**config.mk**
```make
export PLATFORM = sky130hd
export DESIGN_NAME = button_event_decoder_flat
export DESIGN_NICKNAME = d
export VERILOG_FILES = /design/src/rtl/button_event_decoder_if.sv /design/src/rtl/button_event_decoder.sv /design/src/flat_wrapper.sv
export SDC_FILE = /design/constraint.sdc
export NUM_CORES = 1
export LEC_CHECK = 0
export BUFFER_PORTS_ARGS = -buffer_cell sky130_fd_sc_hd__buf_2
export CAP_MARGIN = 20
export CELL_PAD_IN_SITES_DETAIL_PLACEMENT = 1
export CELL_PAD_IN_SITES_GLOBAL_PLACEMENT = 1
export CORE_MARGIN = 2
export CORE_UTILIZATION = 49
export CTS_BUF_LIST = sky130_fd_sc_hd__clkbuf_2
export CTS_CLUSTER_DIAMETER = 30
export DETAILED_ROUTE_END_ITERATION = 16
export PLACE_DENSITY = 0.78
export SYNTH_ARGS = -nofsm -noshare
export SYNTH_HDL_FRONTEND = slang
export SYNTH_SLANG_ARGS = --single-unit
```
**constraint.sdc**
```tcl
create_clock -name clk -period 2.2 [get_ports clk]
set_clock_uncertainty 0.1 [all_clocks]
set_input_delay 0.22 -clock clk [delete_from_list [all_inputs] [get_ports clk]]
set_output_delay 0.22 -clock clk [all_outputs]
set_load 0.03 [all_outputs]
```
**src/rtl/button_event_decoder_if.sv**
```systemverilog
// Button event bus: debounced button level and edge pulses into the decoder,
// user-intent event pulses and the holding level back out.
interface button_event_decoder_if;
   logic pb_state;
   logic pb_down;
   logic pb_up;
   logic short_press;
   logic long_press;
   logic repeat_pulse;
   logic double_press;
   logic holding;

   modport master (
      output pb_state, pb_down, pb_up,
      input  short_press, long_press, repeat_pulse, double_press, holding
   );

   modport slave (
      input  pb_state, pb_down, pb_up,
      output short_press, long_press, repeat_pulse, double_press, holding
   );
endinterface

```
**src/rtl/button_event_decoder.sv**
```systemverilog
// Converts debounced push-button edges into short/long/repeat events as registered pulses.
// Define DOUBLE_CLICK_EN to add the GAP/SECOND states and the double_press event.
module button_event_decoder #(
   parameter int TICK_DIV     = 50000,
   parameter int LONG_TICKS   = 500,
   parameter int REPEAT_TICKS = 100,
   parameter int GAP_TICKS    = 250
) (
   input logic                   clk,
   input logic                   rst,
   button_event_decoder_if.slave bus
);

   localparam int              PW          = $clog2(TICK_DIV);
   localparam logic [PW-1:0]   PRESC_LAST  = PW'(TICK_DIV - 1);
   localparam logic [15:0]     LONG_LAST   = 16'(LONG_TICKS - 1);
   localparam logic [15:0]     REPEAT_LAST = 16'(REPEAT_TICKS - 1);
`ifdef DOUBLE_CLICK_EN
   localparam logic [15:0]     GAP_LAST    = 16'(GAP_TICKS - 1);
`endif

   typedef enum logic [2:0] {
      S_IDLE,
      S_PRESSED,
      S_LONG_HELD,
`ifdef DOUBLE_CLICK_EN
      S_GAP,
      S_SECOND,
`endif
      S_WAIT_RELEASE
   } state_t;

   state_t        state;
   state_t        state_next;
   logic [PW-1:0] presc;
   logic [15:0]   ticks;
   logic          first_cycle;

   logic edge_seen;
   logic down_only;
   logic up_only;
   logic tick;
   logic tick_ok;
   logic at_long;
   logic at_repeat;

   logic ev_short;
   logic ev_long;
   logic ev_repeat;
   logic short_q;
   logic long_q;
   logic repeat_q;

`ifdef DOUBLE_CLICK_EN
   logic at_gap;
   logic ev_double;
   logic double_q;
`endif

   assign edge_seen = bus.pb_down | bus.pb_up;
   assign down_only = bus.pb_down & ~bus.pb_up;
   assign up_only   = bus.pb_up & ~bus.pb_down;
   assign tick      = (presc == PRESC_LAST);
   // An edge restarts the timebase, so a coincident tick never drives a timeout.
   assign tick_ok   = tick & ~edge_seen;
   assign at_long   = tick_ok && (ticks == LONG_LAST);
   assign at_repeat = tick_ok && (ticks == REPEAT_LAST);
`ifdef DOUBLE_CLICK_EN
   assign at_gap    = tick_ok && (ticks == GAP_LAST);
`endif

   // Tick phase and tick count are both referenced to the most recent button edge.
   always_ff @(posedge clk) begin
      if (rst) begin
         presc <= '0;
         ticks <= '0;
      end else begin
         if (edge_seen || tick) begin
            presc <= '0;
         end else begin
            presc <= presc + 1'b1;
         end
         if (edge_seen || ev_long || ev_repeat) begin
            ticks <= '0;
         end else if (tick && (ticks != 16'hFFFF)) begin
            ticks <= ticks + 16'd1;
         end
      end
   end

   always_ff @(posedge clk) begin
      if (rst) begin
         state       <= S_IDLE;
         first_cycle <= 1'b1;
         short_q     <= 1'b0;
         long_q      <= 1'b0;
         repeat_q    <= 1'b0;
`ifdef DOUBLE_CLICK_EN
         double_q    <= 1'b0;
`endif
      end else begin
         state       <= state_next;
         first_cycle <= 1'b0;
         short_q     <= ev_short;
         long_q      <= ev_long;
         repeat_q    <= ev_repeat;
`ifdef DOUBLE_CLICK_EN
         double_q    <= ev_double;
`endif
      end
   end

   always_comb begin
      state_next = state;
      case (state)
         S_IDLE: begin
            // A button already held when reset lifts must be released before it counts.
            if (down_only) begin
               state_next = S_PRESSED;
            end else if (first_cycle && bus.pb_state) begin
               state_next = S_WAIT_RELEASE;
            end
         end
         S_PRESSED: begin
            if (up_only) begin
`ifdef DOUBLE_CLICK_EN
               state_next = S_GAP;
`else
               state_next = S_IDLE;
`endif
            end else if (at_long) begin
               state_next = S_LONG_HELD;
            end
         end
         S_LONG_HELD: begin
            if (up_only) begin
               state_next = S_IDLE;
            end
         end
`ifdef DOUBLE_CLICK_EN
         S_GAP: begin
            if (down_only) begin
               state_next = S_SECOND;
            end else if (at_gap) begin
               state_next = S_IDLE;
            end
         end
         S_SECOND: begin
            if (up_only) begin
               state_next = S_IDLE;
            end else if (at_long) begin
               state_next = S_LONG_HELD;
            end
         end
`endif
         S_WAIT_RELEASE: begin
            if (up_only) begin
               state_next = S_IDLE;
            end
         end
         default: state_next = S_IDLE;
      endcase
   end

   always_comb begin
      ev_short  = 1'b0;
      ev_long   = 1'b0;
      ev_repeat = 1'b0;
`ifdef DOUBLE_CLICK_EN
      ev_double = 1'b0;
`endif
      case (state)
         S_PRESSED: begin
            if (up_only) begin
`ifndef DOUBLE_CLICK_EN
               ev_short = 1'b1;
`endif
            end else if (at_long) begin
               ev_long = 1'b1;
            end
         end
         S_LONG_HELD: begin
            if (!up_only && at_repeat) begin
               ev_repeat = 1'b1;
            end
         end
`ifdef DOUBLE_CLICK_EN
         S_GAP: begin
            if (!down_only && at_gap) begin
               ev_short = 1'b1;
            end
         end
         S_SECOND: begin
            // Holding the second click into a long press discards the first click.
            if (up_only) begin
               ev_double = 1'b1;
            end else if (at_long) begin
               ev_long = 1'b1;
            end
         end
`endif
         default: begin
         end
      endcase
   end

   assign bus.short_press  = short_q;
   assign bus.long_press   = long_q;
   assign bus.repeat_pulse = repeat_q;
   assign bus.holding      = (state == S_LONG_HELD);
`ifdef DOUBLE_CLICK_EN
   assign bus.double_press = double_q;
`else
   logic unused_gap;
   assign unused_gap       = ^GAP_TICKS;
   assign bus.double_press = 1'b0;
`endif

endmodule

```
**src/flat_wrapper.sv**
```systemverilog
// flat-port wrapper written by rule: the top's interface ports become plain ports
module button_event_decoder_flat 
#(
   parameter int TICK_DIV     = 50000,
   parameter int LONG_TICKS   = 500,
   parameter int REPEAT_TICKS = 100,
   parameter int GAP_TICKS    = 250
)
  (clk, rst, bus_pb_state, bus_pb_down, bus_pb_up, bus_short_press, bus_long_press, bus_repeat_pulse, bus_double_press, bus_holding);
  button_event_decoder_if bus_i ();
  input logic clk;
  input logic rst;
  input wire logic [$bits(bus_i.pb_state)-1:0] bus_pb_state;
  input wire logic [$bits(bus_i.pb_down)-1:0] bus_pb_down;
  input wire logic [$bits(bus_i.pb_up)-1:0] bus_pb_up;
  output wire logic [$bits(bus_i.short_press)-1:0] bus_short_press;
  output wire logic [$bits(bus_i.long_press)-1:0] bus_long_press;
  output wire logic [$bits(bus_i.repeat_pulse)-1:0] bus_repeat_pulse;
  output wire logic [$bits(bus_i.double_press)-1:0] bus_double_press;
  output wire logic [$bits(bus_i.holding)-1:0] bus_holding;
  assign bus_i.pb_state = bus_pb_state;
  assign bus_i.pb_down = bus_pb_down;
  assign bus_i.pb_up = bus_pb_up;
  assign bus_short_press = bus_i.short_press;
  assign bus_long_press = bus_i.long_press;
  assign bus_repeat_pulse = bus_i.repeat_pulse;
  assign bus_double_press = bus_i.double_press;
  assign bus_holding = bus_i.holding;
  button_event_decoder #(.TICK_DIV(TICK_DIV), .LONG_TICKS(LONG_TICKS), .REPEAT_TICKS(REPEAT_TICKS), .GAP_TICKS(GAP_TICKS)) u_core (.clk(clk), .rst(rst), .bus(bus_i));
endmodule
```
==> impl_metrics.env <==
export IMPL_synth_edf_count=0
export IMPL_critPathRequiredTime_ns=2.44
export IMPL_grt_max_degree=17
export IMPL_grt_pass1_wl_um=8170
export IMPL_clkTransAtPathRegs_ns=0.19
export IMPL_crit_path_max_fanout=4
export IMPL_power_leakage_nw=0.721
export IMPL_critical_path_class="reg -> reg"
export IMPL_vias=1604
export IMPL_drc_errors=0
export IMPL_hold_viol=0
export IMPL_synth_warnings=0
export IMPL_rsz0062_at_grt="no"
export IMPL_die_x_um=67.8
export IMPL_hold_class="in -> reg"
export IMPL_syn2layout_area_growth_pct=6.65
export IMPL_cp_arrival_ns=2.28
export IMPL_clockBufferDepth=2
export IMPL_setup_viol=0
export IMPL_post_cts_buffers=0
export IMPL_hold_path_depth=3
export IMPL_h_tree_depth=2
export IMPL_num_io_pins=10
export IMPL_layout_nets=235
export IMPL_synthesis_nets=223
export IMPL_drt_total_wl_um=4670
export IMPL_synthesis_area_sq_um=2000
export IMPL_rows=23
export IMPL_period_needed_ns=2.04
export IMPL_max_cap_violations=0
export IMPL_io_buffers=8
export IMPL_worstSkewPairLatency_ns=0.39
export IMPL_place_gp_congestion=0.818
export IMPL_drt_iter0_markers=69
export IMPL_synth_ff_type="dfxtp_1"
export IMPL_synth_seq_cells=38
export IMPL_grt_use_total_pct=24.0
export IMPL_die_height_um=67.8
export IMPL_drive_gt1_share_pct=20.2
export IMPL_core_area_sq_um=3970
export IMPL_numCtsBuffers=5
export IMPL_slew_headroom_pct=66.3
export IMPL_dp_hpwl_um=3580
export IMPL_worst_slew_pin_transition_ns=0.504
export IMPL_cts_resized=0
export IMPL_setup_tns_ns=0
export IMPL_ys_seq_area_share_pct=38.1
export IMPL_via_per_inst=5.77
export IMPL_ant_nets=0
export IMPL_powerDensity_nw_per_um2=495
export IMPL_syn_avg_cell_area_sq_um=9.24
export IMPL_grt_pass1_vias=1757
export IMPL_fmax_ghz=0.489
export IMPL_cts_tree="built"
export IMPL_period_share_pct=92.9
export IMPL_status="completed"
export IMPL_root_buffer="clkbuf_2"
export IMPL_antenna_found_initial=0
export IMPL_power_w=0.00105
export IMPL_wl_per_cell_um=16.8
export IMPL_initial_core_util_pct=50.3
export IMPL_cts_sinks=38
export IMPL_synth_cells=216
export IMPL_antenna_cells=0
export IMPL_die_area_sq_um=4600
export IMPL_synthArstFlopShare_pct=0
export IMPL_dr_pass1_iters=4
export IMPL_synth_distinct_cells=52
export IMPL_crit_path_end_kind="flop"
export IMPL_grt_ovfl_total=0
export IMPL_start_kind="flop"
export IMPL_rr_worst_depth=5
export IMPL_peakVddDrop_mv=0.261
export IMPL_slew_viol_final=0
==> layout by cell type (no fill, tap or decap), types with 6 or more instances in the layout <==
cell and instances:
dfxtp_1 38, buf_2 8, xnor2_1 16, nand3_1 8, xor2_1 10, nor2_2 10
clkbuf_2 7, and3_1 6, nand2_1 14, nand4_1 12, nor3_1 12, nor2_1 22
==> stage by stage <==
stage / worst slack (ns) / util (%) / std cells / cell area [sq um] / hold slack (ns)
2_1_floorplan: 0.213 / - / 216 / 2000 / 0.148
5_1_grt: 0.0421 / 53.6 / 278 / 2130 / 0.00678
3_5_place_dp: 0.201 / 52.5 / 270 / 2080 / 0.311
4_1_cts: 0.128 / 53.6 / 278 / 2130 / 0.0148
3_3_place_gp: 0.239 / 52.5 / 270 / 2080 / 0.304
6_report: 0.155 / 53.6 / 278 / 2130 / 0.0312
==> area by class of cell <==
| class | instances | area (sq um) |
|---|---|---|
| tap | 50 | 62.6 |
| timing repair buffer | 14 | 100 |
| fill | 473 | 1840 |
| clock buffer | 7 | 35.0 |
| sequential | 38 | 761 |
| multi-input combinational | 165 | 1150 |
| inverter | 4 | 15.0 |
==> synthesized netlist by cell type (3+ instances only) <==
library cell | count | share of area, %
dfxtp_1 | 38 | 38
nor2_1 | 22 | 4.1
xnor2_1 | 16 | 7.0
nand2_1 | 14 | 2.6
nand4_1 | 12 | 3.8
nor3_1 | 12 | 3.0
nor2_2 | 10 | 3.1
xor2_1 | 10 | 4.4
nand3_1 | 8 | 2.0
and3_1 | 6 | 1.9
a21oi_1 | 4 | 1.0
and4_1 | 4 | 1.8
inv_1 | 4 | 0.75
nor4_1 | 3 | 0.94
nor4_4 | 3 | 3.2
==> final timing paths <==
kind                    start                endpoint  slack, ns
min reg2reg   u_core.presc[0]         u_core.presc[0]       0.38
max reg2reg  u_core.ticks[14]         u_core.state[1]       0.16
max          u_core.ticks[14]         u_core.state[1]       0.16
min                 bus_pb_up  u_core.bus.short_press       0.03
==> logic make-up after synthesis <==
kind of cell	count (synthesis)	synth area share, %
AND/OR/NAND/NOR	123	40.1
XOR/XNOR	26	11.4
flip-flops	38	38.1
buffers and inverters	13	4.01
multiplexers	1	0.502
AO/OA/AOI/OAI	12	4.39
other	1	0.188
adder cells (fa/ha/maj)	2	1.25
==> report_power, final <==
| group | internal (W) | total (W) | switching, W |
|---|---|---|---|
| sequential | 0.000695 | 0.000700 | 0.00000592 |
| clock | 0.0000827 | 0.000306 | 0.000223 |
| combinational | 0.0000186 | 0.0000475 | 0.0000289 |
| total | 0.000796 | 0.00105 | 0.000258 |
==> flip-flops by register name, indices dropped and copies added (netlist names) <==
signal and cells:
u_core.presc 16, u_core.ticks 16, u_core.state 2, u_core.bus.long_press 1
u_core.bus.repeat_pulse 1, u_core.bus.short_press 1, u_core.first_cycle 1
==> metal layers <==
| layer | part of all wire (%) | global-route usage (%) | vias up | wire length [um] |
|---|---|---|---|---|
| li1 | - | - | 784 | - |
| met1 | 47 | 29.0 | 795 | 2180 |
| met3 | 2.3 | 7.24 | 8 | 106 |
| met5 | 0 | 0 | - | 0 |
| met2 | 50 | 40.4 | 17 | 2310 |
| met4 | 1.4 | 8.25 | 0 | 65 |
==> worst max-delay path, stage by stage (launching register included) <==
cell and delay (ns):
dfxtp_1 0.39, or4_1 0.59, nor3_2 0.31, nand4_1 0.20, or2_1 0.25, a21oi_1 0.14
==> timing repair <==
| action | CTS | global route |
|---|---|---|
| setup endpoints to repair | 0 | 0 |
| hold buffers | 1 | 0 |
| hold endpoints to repair | 3 | 0 |
Note: power is estimated with default switching activity, not from simulation.
